## src/rtl/gcd_pkg.sv

```systemverilog
// Shared types for the GCD engine: FSM state encoding and default width.
// Imported by controller and controller_datapath.
package gcd_pkg;
  localparam int GCD_WIDTH = 16;

  typedef enum logic [2:0] {
    IDLE,
    LOAD_A,
    LOAD_B,
    COMPARE,
    DONE
  } state_t;
endpackage

```

## src/rtl/controller_datapath.sv

```systemverilog
// GCD datapath: A/B registers, input and subtractor muxes, comparator.
// Ports: clk, rst_n (sync, active-low), i_data, load/select controls in;
//   o_lt/o_gt/o_eq, o_a_zero/o_b_zero, o_a (register A) out.
module controller_datapath
  import gcd_pkg::*;
#(
  parameter int WIDTH = GCD_WIDTH
) (
  input  logic             clk,
  input  logic             rst_n,
  input  logic [WIDTH-1:0] i_data,
  input  logic             i_ld_a,
  input  logic             i_ld_b,
  input  logic             i_sel_in,
  input  logic             i_sel1,
  input  logic             i_sel2,
  output logic             o_lt,
  output logic             o_gt,
  output logic             o_eq,
  output logic             o_a_zero,
  output logic             o_b_zero,
  output logic [WIDTH-1:0] o_a
);

  logic [WIDTH-1:0] r_a;
  logic [WIDTH-1:0] r_b;
  logic [WIDTH-1:0] w_x;
  logic [WIDTH-1:0] w_y;
  logic [WIDTH-1:0] w_diff;
  logic [WIDTH-1:0] w_nxt;

  // sel1 picks the minuend, sel2 the subtrahend. B-A with A==0
  // gives B, so the same path copies B into A.
  assign w_x    = i_sel1 ? r_b : r_a;
  assign w_y    = i_sel2 ? r_a : r_b;
  assign w_diff = w_x - w_y;
  assign w_nxt  = i_sel_in ? i_data : w_diff;

  always_ff @(posedge clk) begin
    if (!rst_n) begin
      r_a <= '0;
      r_b <= '0;
    end else begin
      if (i_ld_a) r_a <= w_nxt;
      if (i_ld_b) r_b <= w_nxt;
    end
  end

  assign o_lt     = r_a < r_b;
  assign o_gt     = r_a > r_b;
  assign o_eq     = r_a == r_b;
  assign o_a_zero = r_a == '0;
  assign o_b_zero = r_b == '0;
  assign o_a      = r_a;

endmodule

```

## src/rtl/controller.sv

```systemverilog
// Iterative subtractive GCD engine: FSM sequencer over one datapath.
// Ports: clk, rst_n (sync, active-low), start, data_in; done, gcd_out.
// Macro GCD_ITER_COUNT_EN adds output iter_cnt (subtraction count).
module controller
  import gcd_pkg::*;
#(
  parameter int WIDTH = GCD_WIDTH
) (
  input  logic             clk,
  input  logic             rst_n,
  input  logic             start,
  input  logic [WIDTH-1:0] data_in,
  output logic             done,
  output logic [WIDTH-1:0] gcd_out
`ifdef GCD_ITER_COUNT_EN
  ,
  output logic [WIDTH-1:0] iter_cnt
`endif
);

  state_t r_state;
  logic   r_done;

  logic w_ld_a, w_ld_b;
  logic w_sel_in, w_sel1, w_sel2;
  logic w_sub;
  logic w_lt, w_gt, w_eq;
  logic w_a_zero, w_b_zero;
  logic w_fin;

  controller_datapath #(
    .WIDTH(WIDTH)
  ) u_dp (
    .clk     (clk),
    .rst_n   (rst_n),
    .i_data  (data_in),
    .i_ld_a  (w_ld_a),
    .i_ld_b  (w_ld_b),
    .i_sel_in(w_sel_in),
    .i_sel1  (w_sel1),
    .i_sel2  (w_sel2),
    .o_lt    (w_lt),
    .o_gt    (w_gt),
    .o_eq    (w_eq),
    .o_a_zero(w_a_zero),
    .o_b_zero(w_b_zero),
    .o_a     (gcd_out)
  );

  assign w_fin = w_eq | w_a_zero | w_b_zero;

  always_comb begin
    w_ld_a   = 1'b0;
    w_ld_b   = 1'b0;
    w_sel_in = 1'b0;
    w_sel1   = 1'b0;
    w_sel2   = 1'b0;
    w_sub    = 1'b0;
    unique case (r_state)
      LOAD_A: begin
        w_sel_in = 1'b1;
        w_ld_a   = 1'b1;
      end
      LOAD_B: begin
        w_sel_in = 1'b1;
        w_ld_b   = 1'b1;
      end
      COMPARE: begin
        if (w_eq) begin
          w_ld_a = 1'b0;
        end else if (w_a_zero) begin
          w_ld_a = 1'b1;
          w_sel1 = 1'b1;
          w_sel2 = 1'b1;
        end else if (w_b_zero) begin
          w_ld_a = 1'b0;
        end else if (w_gt) begin
          w_ld_a = 1'b1;
          w_sub  = 1'b1;
        end else if (w_lt) begin
          w_ld_b = 1'b1;
          w_sel1 = 1'b1;
          w_sel2 = 1'b1;
          w_sub  = 1'b1;
        end
      end
      default: ;
    endcase
  end

`ifdef GCD_ITER_COUNT_EN
  logic [WIDTH-1:0] r_cnt;
  assign iter_cnt = r_cnt;
`endif

  always_ff @(posedge clk) begin
    if (!rst_n) begin
      r_state <= IDLE;
      r_done  <= 1'b0;
`ifdef GCD_ITER_COUNT_EN
      r_cnt   <= '0;
`endif
    end else begin
      unique case (r_state)
        IDLE: begin
          if (start) begin
            r_state <= LOAD_A;
`ifdef GCD_ITER_COUNT_EN
            r_cnt   <= '0;
`endif
          end
        end
        LOAD_A:  r_state <= LOAD_B;
        LOAD_B:  r_state <= COMPARE;
        COMPARE: begin
          if (w_fin) begin
            r_state <= DONE;
            r_done  <= 1'b1;
          end
`ifdef GCD_ITER_COUNT_EN
          if (w_sub && !(&r_cnt))
            r_cnt <= r_cnt + 1'b1;
`endif
        end
        DONE: begin
          if (start) begin
            r_state <= LOAD_A;
            r_done  <= 1'b0;
`ifdef GCD_ITER_COUNT_EN
            r_cnt   <= '0;
`endif
          end
        end
        default: r_state <= IDLE;
      endcase
    end
  end

  assign done = r_done;

endmodule

```

## config.mk

```make
export PLATFORM = sky130hd
export DESIGN_NAME = controller
export DESIGN_NICKNAME = d
export VERILOG_FILES = /design/src/rtl/gcd_pkg.sv /design/src/rtl/controller_datapath.sv /design/src/rtl/controller.sv
export SDC_FILE = /design/constraint.sdc
export NUM_CORES = 1
export LEC_CHECK = 0
export ABC_AREA = 0
export CORE_ASPECT_RATIO = 0.9
export CORE_UTILIZATION = 40
export DETAILED_ROUTE_END_ITERATION = 7
export SLEW_MARGIN = 20
export SYNTH_ARGS = -nofsm -noshare
export SYNTH_HDL_FRONTEND = slang
export SYNTH_HIERARCHICAL = 1
export SYNTH_SLANG_ARGS = --single-unit
```

## constraint.sdc

```tcl
create_clock -name clk -period 12.6 [get_ports clk]
set_clock_uncertainty 0.2 [all_clocks]
set_input_delay 2.52 -clock clk [delete_from_list [all_inputs] [get_ports clk]]
set_output_delay 2.52 -clock clk [all_outputs]
set_load 0.03 [all_outputs]
```

Word-level counts from Yosys, hierarchy flattened --
Cells that the tools add are included.
Word-level totals: output and inout bits 17, logic and storage cells 49, bits of input ports 19, register bits after elaboration 36
Operators by class: reductions and logical operators 8, mux-type cells 24, bitwise logic cells 2, equality and inequality tests 8, $lt $le $gt $ge 2, $add $sub $neg 1
Operators with widths (number):
- 16-bit 2-to-1 mux | 3
- 16-bit logical NOT | 2
- 16-bit == test | 1
- 16-bit > comparator | 1
- 16-bit less-than comparator | 1
- 16-bit subtractor | 1
- 1-bit 2-to-1 mux | 15
- 3-bit case mux with 4 select lines | 1
- 3-bit by 2-bit == test with 1-bit output (second input constant) | 2
- 3-bit 2-to-1 mux | 2
- 1-bit case mux with 2 select lines | 3
- 2-bit != test (second input constant) | 2
- 2-bit OR reduction | 2
- 3-bit by 1-bit == test with 1-bit output (second input constant) | 1
- 3-bit == test (second input constant) | 1
- 3-bit logical NOT | 1
- 3-bit AND reduction | 1
- 2-bit by 1-bit != test with 1-bit output (second input constant) | 1
- 1-bit OR | 2
- 2-bit AND reduction | 1
- 2-bit nonzero test | 1

Longest topological paths before layout --
Gate-level depths: netlist of the first run.
depth in word-level cells 10, mapped depth 23, mapped depth without buffers 21

Modules after synthesis --
Netlist of the first run, hierarchy kept.
Modules (own cells, without submodules):
- controller_datapath | instances 1, area an instance 2776.4 sq um, seq. area each 640.6 sq um, cells each 335
- controller | instances 1, area an instance 249.0 sq um, seq. area each 80.1 sq um, cells each 31

Worst setup path before layout of the first run --
OpenSTA, ideal clock, no wires.
path type flip-flop to flip-flop, start register u_dp.r_a[1] (netlist: u_dp/o_a[1]), end register u_dp.r_a[12] (netlist: u_dp/o_a[12]), library setup time 0.123 ns, path buffers 2, setup slack 7.410 ns, data required time 12.277 ns, period minus slack after synthesis 5.190 ns, cell stages (with the launch flop) 23, arrival time 4.866 ns, cell sequence dfxtp_1 -> ha_1 -> nor2b_1 -> o21a_1 -> o21a_1 -> o21bai_1 -> a21o_1 -> and3_1 -> nor3b_1 -> nor2_1 -> nor4_1 -> clkbuf_1 -> buf_1 -> mux2i_1 -> ha_1 -> inv_1 -> fa_1 -> a21o_1 -> a311oi_2 -> o21ai_1 -> a311oi_1 -> xor2_1 -> a21oi_1
On the way: longest elaborated chain between the ends 10, elaborated cells on any way between the ends 19, those cells by class add/sub (1); order compare (2); eq/ne (1); mux (14); reduce/logical (1)
RTL lines:
- from (decl) | RTL line controller_datapath.sv:25 | logic [WIDTH-1:0] r_a;
- from (signal assigned) | RTL line controller_datapath.sv:44 | if (i_ld_a) r_a <= w_nxt;
- 16-bit less-than comparator * | RTL line controller_datapath.sv:49 | assign o_lt = r_a < r_b;
- net w_lt | RTL line controller.sv:27 | logic w_lt, w_gt, w_eq;
- 1-bit 2-to-1 mux * | RTL line controller.sv:80 | end else if (w_lt) begin
- 1-bit 2-to-1 mux * | RTL line controller.sv:77 | end else if (w_gt) begin
- 1-bit 2-to-1 mux * | RTL line controller.sv:75 | end else if (w_b_zero) begin
- 1-bit 2-to-1 mux * | RTL line controller.sv:71 | end else if (w_a_zero) begin
- 1-bit 2-to-1 mux * | RTL line controller.sv:69 | if (w_eq) begin
- 1-bit 2-to-1 mux * | RTL line controller.sv:59 | unique case (r_state)
- net w_sel1 | RTL line controller.sv:25 | logic w_sel_in, w_sel1, w_sel2;
- 16-bit 2-to-1 mux, on equally long branches | RTL line controller_datapath.sv:34, controller_datapath.sv:35
- 16-bit subtractor * | RTL line controller_datapath.sv:36 | assign w_diff = w_x - w_y;
- 16-bit 2-to-1 mux * | RTL line controller_datapath.sv:37 | assign w_nxt = i_sel_in ? i_data : w_diff;
The timed path passes the listed nets; every way through them passes the cells marked *. A chain may end at the register's enable or synchronous reset.

Worst setup path after layout of the first run --
start register u_dp.r_b[14], end register u_dp.r_b[12]
On the way: elaborated cells on any way between the ends 17, those cells by class add/sub (1); order compare (2); eq/ne (1); mux (12); reduce/logical (1)
RTL lines:
- from (decl) | RTL line controller_datapath.sv:26 | logic [WIDTH-1:0] r_b;
- from (signal assigned) | RTL line controller_datapath.sv:45 | if (i_ld_b) r_b <= w_nxt;
- 16-bit > comparator * | RTL line controller_datapath.sv:50 | assign o_gt = r_a > r_b;
- net w_gt | RTL line controller.sv:27
- 1-bit 2-to-1 mux * | RTL line controller.sv:77
- 1-bit 2-to-1 mux * | RTL line controller.sv:75
- 1-bit 2-to-1 mux * | RTL line controller.sv:71
- 1-bit 2-to-1 mux * | RTL line controller.sv:69
- 1-bit 2-to-1 mux * | RTL line controller.sv:59
- net w_sel1 | RTL line controller.sv:25
- 16-bit 2-to-1 mux, on equally long branches | RTL line controller_datapath.sv:34, controller_datapath.sv:35
- 16-bit subtractor * | RTL line controller_datapath.sv:36
- 16-bit 2-to-1 mux * | RTL line controller_datapath.sv:37
Marked as above.

==> impl_metrics.env, run 1 <==
export IMPL_first_global_vias=2744
export IMPL_clk_latency_ns=0.29
export IMPL_setup_slack_ns=7.221
export IMPL_grt_antenna_before_repair=0
export IMPL_dp_slack_ns=7.294
export IMPL_vias_per_cell=5.782
export IMPL_die_area_um2=7916
export IMPL_vias=2833
export IMPL_num_rows=29
export IMPL_synth_xor_area_share_pct=3.474
export IMPL_dp_cells=483
export IMPL_met1Wirelength_um=4026
export IMPL_fin_nets=448
export IMPL_synth_compound_area_share_pct=25.02
export IMPL_wl_met2_um=3486
export IMPL_synth_top_family_by_area="compound AO/OA/AOI/OAI gates"
export IMPL_netlist_cell_type_count=53
export IMPL_top_layer="met4"
export IMPL_avgSynthCellArea_um2=8.266
export IMPL_r2r_start="u_dp/r_b[14]"
export IMPL_wire_per_inst_um=16.08
export IMPL_io_buffers=35
export IMPL_hp_start="done"
export IMPL_grt_max_degree=33
export IMPL_dr_pass1_iters=4
export IMPL_crit_arrival_ns=5.35
export IMPL_ys_flop_type="dfxtp_1"
export IMPL_fin_crit_sh_pct=42.69
export IMPL_post_cts_buffers=0
export IMPL_cts_resized=0
export IMPL_path_class="reg2reg"
export IMPL_core_area_um2=7184
export IMPL_ctsRootBufferMaster="clkbuf_8"
export IMPL_die_h_um=84.51
export IMPL_routabilityCongestion=0.8850
export IMPL_synth_adder_area_share_pct=13.48
export IMPL_synth_simple_area_share_pct=16.75
export IMPL_grt_ovfl_total=0
export IMPL_cts_tree="yes"
export IMPL_routed_wl_um=7877
export IMPL_rsz0062_at_grt="false"
export IMPL_htreeDepth=2
export IMPL_async_reset_ff_share_pct=0
export IMPL_finalHoldViolCount=0
export IMPL_clockBufferDepth=2
export IMPL_drt_iter0_drc=89
export IMPL_grt_usage_pct=21.49
export IMPL_cts_sinks=36
export IMPL_outcome="complete, no violations"
export IMPL_slew_violations=0
export IMPL_cp_start_kind="flop"
export IMPL_synth_seq_cells=36
export IMPL_start_util_pct=42.11
export IMPL_antenna_cells=0
export IMPL_endpoint_kind="flop"
export IMPL_dpl_hpwl_um=5941
export IMPL_die_w_um=93.67
export IMPL_slew_headroom_pct=39.75
export IMPL_io_pins=36
export IMPL_tightestPinTransition_ns=0.9010
export IMPL_drive_gt1_share_pct=9.320
export IMPL_drc=0
export IMPL_synth_enable_flop_cells=0
export IMPL_stdcell_count=490
export IMPL_ys_seq_area_share_pct=23.82
export IMPL_grt_pass1_wl_um=13570
export IMPL_syn_nets=417
export IMPL_max_freq_ghz=0.1859
export IMPL_hold_path_class="reg2reg"
export IMPL_synth_mux_area_share_pct=12.86
export IMPL_startpoint="u_dp/r_b[14]"
export IMPL_cts_buffers=5
export IMPL_clkTransAtPathRegs_ns=0.08
export IMPL_period_minus_slack_ns=5.379
export IMPL_required_ns=12.57
export IMPL_syn_inst=366
export IMPL_syn_to_final_growth_pct=18.20
export IMPL_wl_met3_um=267
export IMPL_synth_cell_area_um2=3025
export IMPL_fillers=715
export IMPL_setup_tns_final_ns=0
export IMPL_setup_violations=0
export IMPL_yosys_warnings=6
export IMPL_drv_cap=0
export IMPL_drtAntennaViolNets=0
export IMPL_cts_hold_buf=0
export IMPL_path_max_fanout=32
[cells in the mapped netlist (4+ instances only)]
| cell type | instances | area share (%) |
|---|---|---|
| inv_1 | 21 | 2.6 |
| o21ai_0 | 22 | 3.6 |
| nor3_1 | 7 | 1.2 |
| a31oi_1 | 8 | 1.7 |
| nand2b_1 | 5 | 1.0 |
| nand3_1 | 5 | 0.83 |
| a21o_1 | 7 | 1.7 |
| nor2b_1 | 7 | 1.4 |
| and3_1 | 4 | 0.83 |
| xor2_1 | 4 | 1.2 |
| dfxtp_1 | 36 | 24 |
| ha_1 | 31 | 13 |
| clkbuf_1 | 13 | 1.6 |
| nor4_1 | 11 | 2.3 |
| o21a_1 | 5 | 1.2 |
| nor2_1 | 25 | 3.1 |
| a211oi_1 | 12 | 3.0 |
| xnor2_1 | 8 | 2.3 |
| mux2_2 | 15 | 5.6 |
| nand2_1 | 21 | 2.6 |
| mux2i_1 | 22 | 7.3 |
| a21oi_1 | 34 | 5.6 |
[cell type report]
type | count | area (um^2) | area share [%]
clock buffer | 7 | 96.34 | 2.694
inverter | 22 | 82.58 | 2.309
multi-input combinational | 293 | 2180 | 60.95
sequential | 36 | 720.7 | 20.15
tap | 93 | 116.4 | 3.254
timing repair buffer | 39 | 380.4 | 10.64
[state kept, by name (all words and copies together) (netlist names)]
| signal | flops |
|---|---|
| r_state | 3 |
| u_dp/r_b | 16 |
| u_dp/o_a | 16 |
| done | 1 |
[cell usage in the layout, fill, tap and decap left out, types with 10 or more instances in the layout]
cell / instances
dfxtp_1: 36
nor4_1: 10
a211oi_1: 12
a21oi_1: 32
nand2_1: 21
mux2_2: 15
inv_1: 21
o21ai_0: 22
mux2i_1: 22
ha_1: 31
nor2_1: 25
clkdlybuf4s50_1: 35
[metal layers]
layer | vias up | global-route usage (%)
li1 | 1432 | -
met1 | 1336 | 31.63
met2 | 54 | 32.62
met3 | 11 | 2.174
met4 | 0 | 6.993
met5 | - | 0
[cell families (layout without fill, tap and decap cells)]
group                      Yosys count  after routing
AOI/OAI and AO/OA                  114            114
and+or+nand+nor                     98             98
muxes                               37             37
buffers and inverters               37             68
DFF                                 36             36
adders and majority gates           32             32
xor gates and xnor gates            12             12
[path summary, 6_finish.rpt]
check / endpoint / slack (ns) / cells after the start
worst max-delay path: u_dp/r_b[12] / 7.22 / 21
worst min-delay path: done / 0.35 / 1
worst max register to register: u_dp/r_b[12] / 7.22 / 21
worst min register to register: done / 0.35 / 1
[worst max-delay path, stage by stage, from the launching register on]
cell      delay, ns
dfxtp_1        0.43
inv_1          0.07
ha_1           0.29
nand2_1        0.06
nor3_1         0.27
nand3_1        0.17
nor4_1         0.32
a31oi_1        0.11
nor3b_1        0.23
nor2_1         0.07
nor4_2         0.20
buf_4          0.43
mux2i_1        0.25
ha_1           0.19
inv_1          0.06
fa_1           0.40
a21o_1         0.21
a311oi_2       0.39
o21ai_1        0.16
a311oi_1       0.39
xor2_1         0.24
a21oi_1        0.09
[through the flow]
step | util (%) | instance area (um^2) | hold WS (ns)
CTS | 49.77 | 3576 | 0.3498
detailed placement | 48.43 | 3480 | 0.3365
finish | 49.77 | 3576 | 0.3468
global placement | 48.43 | 3480 | 0.3237
global route | 49.77 | 3576 | 0.3699
floorplan | - | 3025 | 0.2824
Power of run 1 is not shown: default switching activity piles up to over one toggle a cycle in this logic, so the estimate is an artifact.
==> run 2: changes to the inputs <==
==> constraint.sdc (replaced) <==
create_clock -name clk -period 5.48 [get_ports clk]
set_clock_uncertainty 0.2 [all_clocks]
set_input_delay 1.096 -clock clk [delete_from_list [all_inputs] [get_ports clk]]
set_output_delay 1.096 -clock clk [all_outputs]
set_load 0.03 [all_outputs]
==> impl_metrics.env, run 2 (synthesized netlist as in run 1, its figures left out) <==
export IMPL_slew_violations=0
export IMPL_drv_cap=0
export IMPL_period_minus_slack_ns=5.182
export IMPL_grt_ovfl_total=0
export IMPL_vias=2898
export IMPL_met1Wirelength_um=4368
export IMPL_r2r_start="u_dp/r_b[15]"
export IMPL_stdcell_count=498
export IMPL_wl_met3_um=290
export IMPL_cp_start_kind="flop"
export IMPL_path_max_fanout=16
export IMPL_placed_cell_area_um2=3517
export IMPL_drive_gt1_share_pct=12.10
export IMPL_cts_buffers=5
export IMPL_crit_top_cell="ha_1"
export IMPL_drt_iter0_drc=176
export IMPL_critPathSlowestCell="dfxtp_1"
export IMPL_cts_hold_buf=0
export IMPL_wl_met2_um=3800
export IMPL_grt_usage_pct=22.35
export IMPL_setup_violations=0
export IMPL_syn_to_final_growth_pct=20.89
export IMPL_io_pins=36
export IMPL_dp_cells=488
export IMPL_routabilityCongestion=0.9394
export IMPL_crit_chain="inv_1, ha_1, nand2_1, nor3_2, nand3_1, nor4_1, a31oi_1, nor3b_2, nor2_1, nor4_2, buf_4, buf_6, mux2_2, ha_1, a21oi_2, o21ai_0, a211o_1, a221oi_4, xnor2_1, a221oi_1"
export IMPL_vias_per_cell=5.819
export IMPL_hold_path_class="reg2reg"
export IMPL_fillers=714
export IMPL_cp_slowest_stage_delay_ns=0.43
export IMPL_path_class="reg2reg"
export IMPL_clk_latency_ns=0.29
export IMPL_worst_path_buf_inv=3
export IMPL_drc=0
export IMPL_startpoint="u_dp/r_b[15]"
export IMPL_ctsRootBufferMaster="clkbuf_8"
export IMPL_num_rows=29
export IMPL_final_util_pct=50.91
export IMPL_mostFrequentLayoutCells="35 x clkdlybuf4s50_1, 33 x dfxtp_1, 32 x a21oi_1"
export IMPL_cts_tree="yes"
export IMPL_hp_start="done"
export IMPL_endpoint_kind="flop"
export IMPL_max_freq_ghz=0.1930
export IMPL_start_util_pct=42.11
export IMPL_io_buffers=35
export IMPL_cts_sinks=36
export IMPL_antenna_cells=0
export IMPL_dr_pass1_iters=4
export IMPL_grt_antenna_before_repair=0
export IMPL_fin_crit_sh_pct=94.56
export IMPL_die_w_um=93.67
export IMPL_fin_nets=455
export IMPL_die_h_um=84.51
export IMPL_clkTransAtPathRegs_ns=0.08
export IMPL_htreeDepth=2
export IMPL_required_ns=5.47
export IMPL_crit_arrival_ns=5.17
export IMPL_core_area_um2=7184
export IMPL_slew_headroom_pct=37.10
export IMPL_tightestPinTransition_ns=0.9405
export IMPL_routed_wl_um=8525
export IMPL_outcome="complete, no violations"
export IMPL_first_global_vias=2805
export IMPL_grt_pass1_wl_um=14100
export IMPL_path_delay_family="compound AO/OA/AOI/OAI gates"
export IMPL_clockBufferDepth=2
export IMPL_fin_area_um2=3657
export IMPL_finalHoldViolCount=0
export IMPL_top_layer="met4"
export IMPL_grt_max_degree=33
export IMPL_mostFrequentLayoutCell="clkdlybuf4s50_1"
export IMPL_die_area_um2=7916
export IMPL_wire_per_inst_um=17.12
export IMPL_drtAntennaViolNets=0
export IMPL_dpl_hpwl_um=6240
[run 2: changes by cell type in the layout (fill, tap and decap cells not counted), moves of 2 or more]
cell      delta
dfxtp_1      -3
buf_4        +6
clkbuf_1     +2
dfxtp_2      +3
[run 2: final cells by class]
cell class / count / area [um^2] / share of cell area (%)
clock buffer: 8 / 90.09 / 2.463
tap: 93 / 116.4 / 3.182
timing repair buffer: 46 / 436.7 / 11.94
inverter: 22 / 82.58 / 2.258
sequential: 36 / 724.4 / 19.81
multi-input combinational: 293 / 2207 / 60.35
[run 2: layer usage]
| layer | GRT usage [%] | vias to the layer above |
|---|---|---|
| met5 | 0 | - |
| met4 | 4.196 | 0 |
| met3 | 2.174 | 8 |
| met2 | 35.09 | 66 |
| met1 | 33.15 | 1379 |
| li1 | - | 1445 |
[run 2: through the flow]
stage	setup TNS, ns	setup slack [ns]	hold slack (ns)
floorplan	0	0.2905	0.2824
global placement	0	0.3553	0.3220
detailed placement	0	0.2588	0.3275
CTS	0	0.2266	0.3384
global route	-0.006289	-0.006289	0.3607
finish	0	0.2980	0.3395
[run 2: timing repair]
item | 4_1_cts | 5_1_grt
gates resized for setup | 0 | 8
buffers inserted | 0 | 2
endpoints found under the setup margin | 0 | 6
[run 2: worst paths after layout]
kind / to / slack (ns) / cells after the start
worst max register to register: u_dp/r_b[15] / 0.30 / 20
worst max-delay path: u_dp/r_b[15] / 0.30 / 20
worst min-delay path: done / 0.34 / 1
worst min register to register: done / 0.34 / 1
Power of run 2 is left out for the same reason.
==> run 3: changes to the inputs <==
--- a/config.mk
+++ b/config.mk
@@ -9,7 +9,7 @@
 export CORE_ASPECT_RATIO = 0.9
 export CORE_UTILIZATION = 40
 export DETAILED_ROUTE_END_ITERATION = 7
-export SLEW_MARGIN = 20
+export SLEW_MARGIN = 5
 export SYNTH_ARGS = -nofsm -noshare
 export SYNTH_HDL_FRONTEND = slang
 export SYNTH_HIERARCHICAL = 1
==> results of run 3 <==
The final DEF is identical to that of run 2; final timing and power are the same.
Power of run 3 is left out for the same reason.
